===== config.mk =====
export PLATFORM = sky130hd
export DESIGN_NAME = param_sync_fifo
export DESIGN_NICKNAME = d
export VERILOG_FILES = /design/src/rtl/param_sync_fifo_pkg.sv /design/src/rtl/param_sync_fifo_ram.sv /design/src/rtl/param_sync_fifo.sv
export SDC_FILE = /design/constraint.sdc
export NUM_CORES = 1
export LEC_CHECK = 0
export CORE_UTILIZATION = 50
export DETAILED_ROUTE_END_ITERATION = 12
export HOLD_SLACK_MARGIN = 0.15
export PLACE_DENSITY_LB_ADDON = 0.12
export SETUP_SLACK_MARGIN = 0.15
export SYNTH_ARGS = -nofsm -noshare
export SYNTH_HDL_FRONTEND = slang
export SYNTH_SLANG_ARGS = --single-unit

===== constraint.sdc =====
create_clock -name clk_1 -period 5 [get_ports clk_1]
set_input_delay 1.25 -clock clk_1 [delete_from_list [all_inputs] [get_ports clk_1]]
set_output_delay 1.25 -clock clk_1 [all_outputs]
set_load 0.02 [all_outputs]

===== src/rtl/param_sync_fifo_pkg.sv =====
// Shared definitions for the parametrised clk_1 FIFO: pointer sizing helper,
// default word width and status-register flag bit positions.
package param_sync_fifo_pkg;

  localparam int unsigned DEFAULT_DATA_W = 16;

  // Bit positions of the FIFO flags inside the status register
  localparam int unsigned FLAG_EMPTY_BIT = 0;
  localparam int unsigned FLAG_FULL_BIT  = 1;
  localparam int unsigned FLAG_AFULL_BIT = 2;
  localparam int unsigned FLAG_OVF_BIT   = 3;
  localparam int unsigned FLAG_UNF_BIT   = 4;
  localparam int unsigned FLAG_W         = 5;

  function automatic int unsigned clog2(input int unsigned n);
    int unsigned r;
    int unsigned v;
    r = 0;
    v = 1;
    while (v < n) begin
      v = v << 1;
      r = r + 1;
    end
    return r;
  endfunction

endpackage


===== src/rtl/param_sync_fifo_ram.sv =====
// DEPTH x DATA_W storage: one write port, one registered read port, no reset.
module param_sync_fifo_ram #(
  parameter int unsigned DATA_W = 16,
  parameter int unsigned DEPTH  = 8,
  parameter int unsigned ADDR_W = 3
) (
  input  logic              clk_1,
  input  logic              we_i,
  input  logic [ADDR_W-1:0] waddr_i,
  input  logic [DATA_W-1:0] wdata_i,
  input  logic              re_i,
  input  logic [ADDR_W-1:0] raddr_i,
  output logic [DATA_W-1:0] rdata_o
);

  logic [DATA_W-1:0] mem_q [DEPTH];
  logic [DATA_W-1:0] rdata_q;

  // Read samples the pre-write contents, so a same-address write never bypasses
  always_ff @(posedge clk_1) begin
    if (we_i) mem_q[waddr_i] <= wdata_i;
    if (re_i) rdata_q <= mem_q[raddr_i];
  end

  assign rdata_o = rdata_q;

endmodule


===== src/rtl/param_sync_fifo.sv =====
// Parametrised single-clock FIFO with occupancy count, almost-full back-pressure
// and sticky overflow/underflow flags; storage lives in param_sync_fifo_ram.
module param_sync_fifo
  import param_sync_fifo_pkg::*;
#(
  parameter int unsigned DATA_W    = DEFAULT_DATA_W,
  parameter int unsigned DEPTH     = 8,
  parameter int unsigned AFULL_LVL = 6
) (
  input  logic                  clk_1,
  input  logic                  rst,
  input  logic                  wr_en,
  input  logic [DATA_W-1:0]     data_in,
  input  logic                  rd_en,
  input  logic                  clr_err,
  output logic [DATA_W-1:0]     data_out,
  output logic                  data_valid,
  output logic                  empty,
  output logic                  full,
  output logic                  almost_full,
  output logic [clog2(DEPTH):0] count,
  output logic                  overflow,
  output logic                  underflow
);

  localparam int unsigned PTR_W = clog2(DEPTH);
  localparam int unsigned CNT_W = PTR_W + 1;

  logic [PTR_W:0]    wr_ptr_q, wr_ptr_d;
  logic [PTR_W:0]    rd_ptr_q, rd_ptr_d;
  logic [PTR_W:0]    count_q, count_d;
  logic              empty_q, empty_d;
  logic              full_q, full_d;
  logic              afull_q, afull_d;
  logic              dv_q, dv_d;
  logic              ovf_q, ovf_d;
  logic              unf_q, unf_d;
  logic              loaded_q, loaded_d;
  logic              wr_ok_c, rd_ok_c;
  logic [DATA_W-1:0] ram_rdata;

  // Accept logic, pointer/count advance and flag next-state
  always_comb begin
    rd_ok_c  = rd_en & ~empty_q;
    wr_ok_c  = wr_en & (~full_q | rd_ok_c);
    wr_ptr_d = wr_ptr_q;
    rd_ptr_d = rd_ptr_q;
    if (wr_ok_c) wr_ptr_d = wr_ptr_q + CNT_W'(1);
    if (rd_ok_c) rd_ptr_d = rd_ptr_q + CNT_W'(1);
    count_d  = count_q + CNT_W'(wr_ok_c) - CNT_W'(rd_ok_c);
    empty_d  = (count_d == '0);
    full_d   = (count_d == CNT_W'(DEPTH));
    afull_d  = (count_d >= CNT_W'(AFULL_LVL));
    dv_d     = rd_ok_c;
    loaded_d = loaded_q | rd_ok_c;
    // A new error in the same cycle as clr_err keeps the flag set
    ovf_d    = (ovf_q & ~clr_err) | (wr_en & ~wr_ok_c);
    unf_d    = (unf_q & ~clr_err) | (rd_en & ~rd_ok_c);
  end

  always_ff @(posedge clk_1 or posedge rst) begin
    if (rst) begin
      wr_ptr_q <= '0;
      rd_ptr_q <= '0;
      count_q  <= '0;
      empty_q  <= 1'b1;
      full_q   <= 1'b0;
      afull_q  <= 1'b0;
      dv_q     <= 1'b0;
      ovf_q    <= 1'b0;
      unf_q    <= 1'b0;
      loaded_q <= 1'b0;
    end else begin
      wr_ptr_q <= wr_ptr_d;
      rd_ptr_q <= rd_ptr_d;
      count_q  <= count_d;
      empty_q  <= empty_d;
      full_q   <= full_d;
      afull_q  <= afull_d;
      dv_q     <= dv_d;
      ovf_q    <= ovf_d;
      unf_q    <= unf_d;
      loaded_q <= loaded_d;
    end
  end

  param_sync_fifo_ram #(
    .DATA_W (DATA_W),
    .DEPTH  (DEPTH),
    .ADDR_W (PTR_W)
  ) u_ram (
    .clk_1   (clk_1),
    .we_i    (wr_ok_c),
    .waddr_i (wr_ptr_q[PTR_W-1:0]),
    .wdata_i (data_in),
    .re_i    (rd_ok_c),
    .raddr_i (rd_ptr_q[PTR_W-1:0]),
    .rdata_o (ram_rdata)
  );

  // RAM read register is unreset; mask it to zero until the first read after reset
  assign data_out    = loaded_q ? ram_rdata : '0;
  assign data_valid  = dv_q;
  assign empty       = empty_q;
  assign full        = full_q;
  assign almost_full = afull_q;
  assign count       = count_q;
  assign overflow    = ovf_q;
  assign underflow   = unf_q;

endmodule


# Word level (Yosys, flattened, before mapping)
# Memories as Yosys holds them, arrays and structs flattened. A register that Yosys moved wholly into a read port is not among the register bits.
# Index checks and enable logic that the tools add are counted.
[totals] ff_bits=19 mem_bits_rw=128 in_bits=21 word_cells=36 n_memories=1
[memory_table] name="u_ram.mem_q" depth=8 width=16 rd=1 rd_ports_with_merged_regs=1 write_ports=1 line_no="param_sync_fifo_ram.sv:16" source="logic [DATA_W-1:0] mem_q [DEPTH];"
[classes] add_sub_neg=4 n_lt_le_gt_ge=1 eq_ne=1 n_mux=3 bitwise_logic=15 n_reduce_logical=1
[ops] cell="$mux 16" n=1
[ops] cell="$add 4x1->4 const B" n=2
[ops] cell="$and 1x1->1" n=6
[ops] cell="$not 1->1" n=5
[ops] cell="$add 4x1->4" n=1
[ops] cell="$eq 4x4->1 const B" n=1
[ops] cell="$ge 4x3->1 const B" n=1
[ops] cell="$logic_not 4->1" n=1
[ops] cell="$or 1x1->1" n=4
[ops] cell="$sub 4x1->4" n=1
[ops] cell="$mux 1" n=2

# Depth between registers and ports, before layout
[depth] depth_word=7 depth_mapped=11 mapped_depth_nobuf=10

# Hierarchy
# A second synthesis with hierarchy kept.
[unflattened] cells_unflattened=295 area_unflattened_um2=6323.6
[by_module_without_submodules] module="param_sync_fifo_ram" instances=1 cells_per_inst=214 area_per_inst_um2=5454.0 seq_area_each_um2=4324.1
[by_module_without_submodules] module="param_sync_fifo" instances=1 cells_per_inst=81 area_per_inst_um2=869.6 seq_area_each_um2=426.7

# Least setup slack after synthesis
# No wires, ideal clock.
[synth_timing] kind="input -> register" from="input port rd_en" to="memory u_ram.mem_q[0][0] (enable)" setup_time_ns=0.430 arrival_time_ns=3.477 t_required_ns=4.570 path_slack_ns=1.093 cell_stages=4 path_cell_list="nor2b_1 > buf_2 > o21ai_2 > nor4_1"
[synth_between] elab_chain_len=5
[synth_rtl] element="start: declaration" line_no="param_sync_fifo.sv:14" source="input logic rd_en,"
[synth_rtl] element="$and 1x1->1" line_no="param_sync_fifo.sv:44" source="rd_ok_c = rd_en & ~empty_q;"
[synth_rtl] element="named net dv_d" line_no="param_sync_fifo.sv:35" source="logic dv_q, dv_d;"
[synth_rtl] element="$or 1x1->1" line_no="param_sync_fifo.sv:45" source="wr_ok_c = wr_en & (~full_q | rd_ok_c);"
[synth_rtl] element="$and 1x1->1" line_no="param_sync_fifo.sv:45"
[synth_rtl] element="$mux 1" line_no="param_sync_fifo_ram.sv:21" source="if (we_i) mem_q[waddr_i] <= wdata_i;"
[synth_rtl] element="$mux 1 (implied by the code)" line_no="param_sync_fifo_ram.sv:21"
[synth_rtl] element="end: declaration" line_no="param_sync_fifo_ram.sv:16"
# The timed path passes the listed nets, and every way through them passes these cells.

# Final worst setup path
[layout_timing] from="input port rd_en" to="register full_q, in the netlist full"
[layout_between] elab_chain_len=6
[layout_rtl] element="$and 1x1->1 (*)" line_no="param_sync_fifo.sv:44"
[layout_rtl] element="$or 1x1->1" line_no="param_sync_fifo.sv:45"
[layout_rtl] element="$and 1x1->1" line_no="param_sync_fifo.sv:45"
[layout_rtl] element="$add 4x1->4" line_no="param_sync_fifo.sv:50" source="count_d = count_q + CNT_W'(wr_ok_c) - CNT_W'(rd_ok_c);"
[layout_rtl] element="$sub 4x1->4 (*)" line_no="param_sync_fifo.sv:50"
[layout_rtl] element="named net count_d[1]" line_no="param_sync_fifo.sv:31" source="logic [PTR_W:0] count_q, count_d;"
[layout_rtl] element="$eq 4x4->1 (*)" line_no="param_sync_fifo.sv:52" source="full_d = (count_d == CNT_W'(DEPTH));"
[layout_rtl] element="named net full_d" line_no="param_sync_fifo.sv:33" source="logic full_q, full_d;"
[layout_rtl] element="end signal: assignment" line_no="param_sync_fifo.sv:78" source="full_q <= full_d;"
[layout_rtl] element="end: declaration" line_no="param_sync_fifo.sv:33"
# Mark *: on every way through the listed nets, which the timed path passes. The rest lies on a longest branch.
# A chain may end at the register's enable or synchronous reset.

==> flow_metrics.tcl <==
set metrics [dict create \
    layout.nets 385 \
    drive_gt1_share_pct 20.8 \
    crit_type "in -> reg" \
    syn_area_sq_mm 0.00631 \
    area_growth_pct 20.3 \
    cts_setup_buffers 0 \
    slew_headroom_pct 30.3 \
    leakage_uw 0.00262 \
    slew_viol_final 0 \
    synthArstFlopShare_pct 10.6 \
    via_per_inst 5.45 \
    cts_root_buf "clkbuf_16" \
    die_h_microns 114 \
    htree_levels 4 \
    rsz0062_at_grt "false" \
    clk_pin_slew_worst_paths_ps 60 \
    worstSetupEndpointType "register" \
    vias 2930 \
    die_x_microns 114 \
    ctsHoldBuffers 0 \
    peakVddDrop_v 0.000266 \
    final-seq-area_sq_mm 0.00475 \
    grt_util_met3_pct 4.61 \
    avgSynthCellArea_sq_um 21.6 \
    drc 0 \
    setup.worst_path.start_class "input port" \
    start_util_pct 51.9 \
    clock.fmax_mhz 281 \
    arrival_ps 3920 \
    n_fill_cell 871 \
    synthCells 292 \
    final_common_cell "edfxtp_1" \
    synth.yosys.warnings 0 \
    finalSetupViolations 0 \
    synth_nets 320 \
    cap_violations 0 \
    min_period_ps 3560 \
    crit_required_ps 5360 \
    status "finished clean" \
    wl_microns 10800 \
    dpl.hpwl_microns 6430 \
    ys_seq_elements 161 \
    cts_buffers 17 \
    gp_congestion 0.724 \
    grt_pass1_vias 2899 \
    synth_cell_types 32 \
    power_uw 4380 \
    wl_per_cell_microns 20.1 \
    clock_path_buffers 2 \
    ys_seq_area_share_pct 75.3 \
    drt_iter0_drc 137 \
    multi_input_comb_area_sq_mm 0.00147 \
    tightest_slew_ps 1050 \
    io_buffers 46 \
    synth_top_area_cell "edfxtp_1" \
    cts_resized 0 \
    ios 47 \
    diodes 0 \
    hold_viol_final 0 \
    fin_skew_ps 8.05 \
    clock_latency_ps 420 \
    layout_common_cells "144 x edfxtp_1, 46 x clkdlybuf4s50_1, 25 x mux4_1" \
    grt_pass1_wl_microns 16700 \
    hold_path_class "reg -> reg" \
    grt_max_degree 35 \
    synth_edf_count 144 \
    synth.top_cell.area_share_pct 68.5 \
    met2_usage_pct 29.3 \
    yosys_most_used_dff "edfxtp_1" \
    core_sq_mm 0.0122 \
    synth_area_leaders "edfxtp_1 69%, mux4_1 10%, dfrtp_1 6.3%, mux2_2 3.2%, mux4_2 2.5%" \
    overflow 0 \
    die_area_sq_mm 0.0131 \
    rows 40 \
    worst-path-max-fanout 25 \
    pwr_density_cell_mw_per_mm2 577 \
    firstDrtPassIters 4 \
    antenna_found_initial 0 \
    cts_tree "yes" \
    cts_sinks 161 \
    busiest_layer "met2" \
    finalCritPeriodShare_pct 71.3 \
    final_antenna_net_count 0 \
    grt.total_usage_pct 18.5 \
    setup_tns_ps 0 \
    gr-usage-met1_pct 24.9 \
]
-- sequential cells by signal, summed over array words and instances, names as in the netlist --
name,count
almost_full,1
underflow,1
u_ram.mem_q,128
data_valid,1
overflow,1
u_ram.rdata_o,16
full,1
loaded_q,1
rd_ptr_q,3
empty,1
count,4
wr_ptr_q,3
-- through the flow --
step | instance area [sq um] | utilization [%] | cells | setup WS, ps | hold slack (ps)
floorplan | 6310 | - | 292 | 1090 | 519
global placement | 7020 | 57.7 | 506 | 1050 | 512
finish | 7590 | 62.4 | 538 | 1440 | 525
CTS | 7590 | 62.4 | 538 | 1450 | 529
global route | 7590 | 62.4 | 538 | 1310 | 546
detailed placement | 7020 | 57.7 | 506 | 1020 | 517
-- critical path, stage by stage --
cell	delay [ps]
clkdlybuf4s50_1	470
nor2b_2	190
buf_4	360
ha_1	290
inv_1	60
ha_1	140
inv_1	50
fa_1	470
inv_1	60
or3_1	360
and3b_1	210
-- cells in the mapped netlist, types with 2 or more instances --
master and number:
inv_1 11, xnor2_1 5, dfrtp_1 16, nor2_1 3, buf_6 4, mux4_2 7, nand2_1 3, and2_1 17
mux4_1 25, nor3_1 4, ha_1 6, or3_1 2, mux2_2 18, clkbuf_1 4, nand2b_1 2, buf_2 4
o21ai_0 2, edfxtp_1 144, o211ai_1 2
-- cell families after synthesis --
| kind of cell | synth area share (%) |
|---|---|
| AND/OR/NAND/NOR | 3.29 |
| XOR/XNOR | 0.833 |
| adder cells (fa/ha/maj) | 1.51 |
| multiplexers | 16.1 |
| AO/OA/AOI/OAI | 1.01 |
| flip-flops | 75.3 |
| buffers and inverters | 1.92 |
-- layer usage --
metal	vias up	part of all wire, %
met5	-	0
met2	65	50
met3	17	4.0
met4	0	1.5
met1	1522	45
li1	1326	-
-- power by group --
part           switching [uW]  total, uW  internal (uW)
clock network             499       1230            732
logic                     470       1120            647
registers                 253       2030           1780
total                    1220       4380           3160
-- cell type report --
type / instances / area share [%]
multi-input combinational: 108 / 19.3
inverter: 11 / 0.544
clock buffer: 18 / 5.65
clock inverter: 14 / 1.86
timing repair buffer: 58 / 7.25
tap: 168 / 2.77
sequential: 161 / 62.6
-- path summary, 6_finish.rpt --
check,start,endpoint,slack (ps),cells past startpoint
worst min-delay path,overflow,overflow,530,2
max in group asynchronous,rst,rd_ptr_q[1],3320,2
min in group asynchronous,rst,rd_ptr_q[2],1230,2
worst max-delay path,rd_en,full,1440,11
worst min register to register,overflow,overflow,530,2
worst max register to register,empty,full,2310,10
Power figures use the tool's default switching activity.
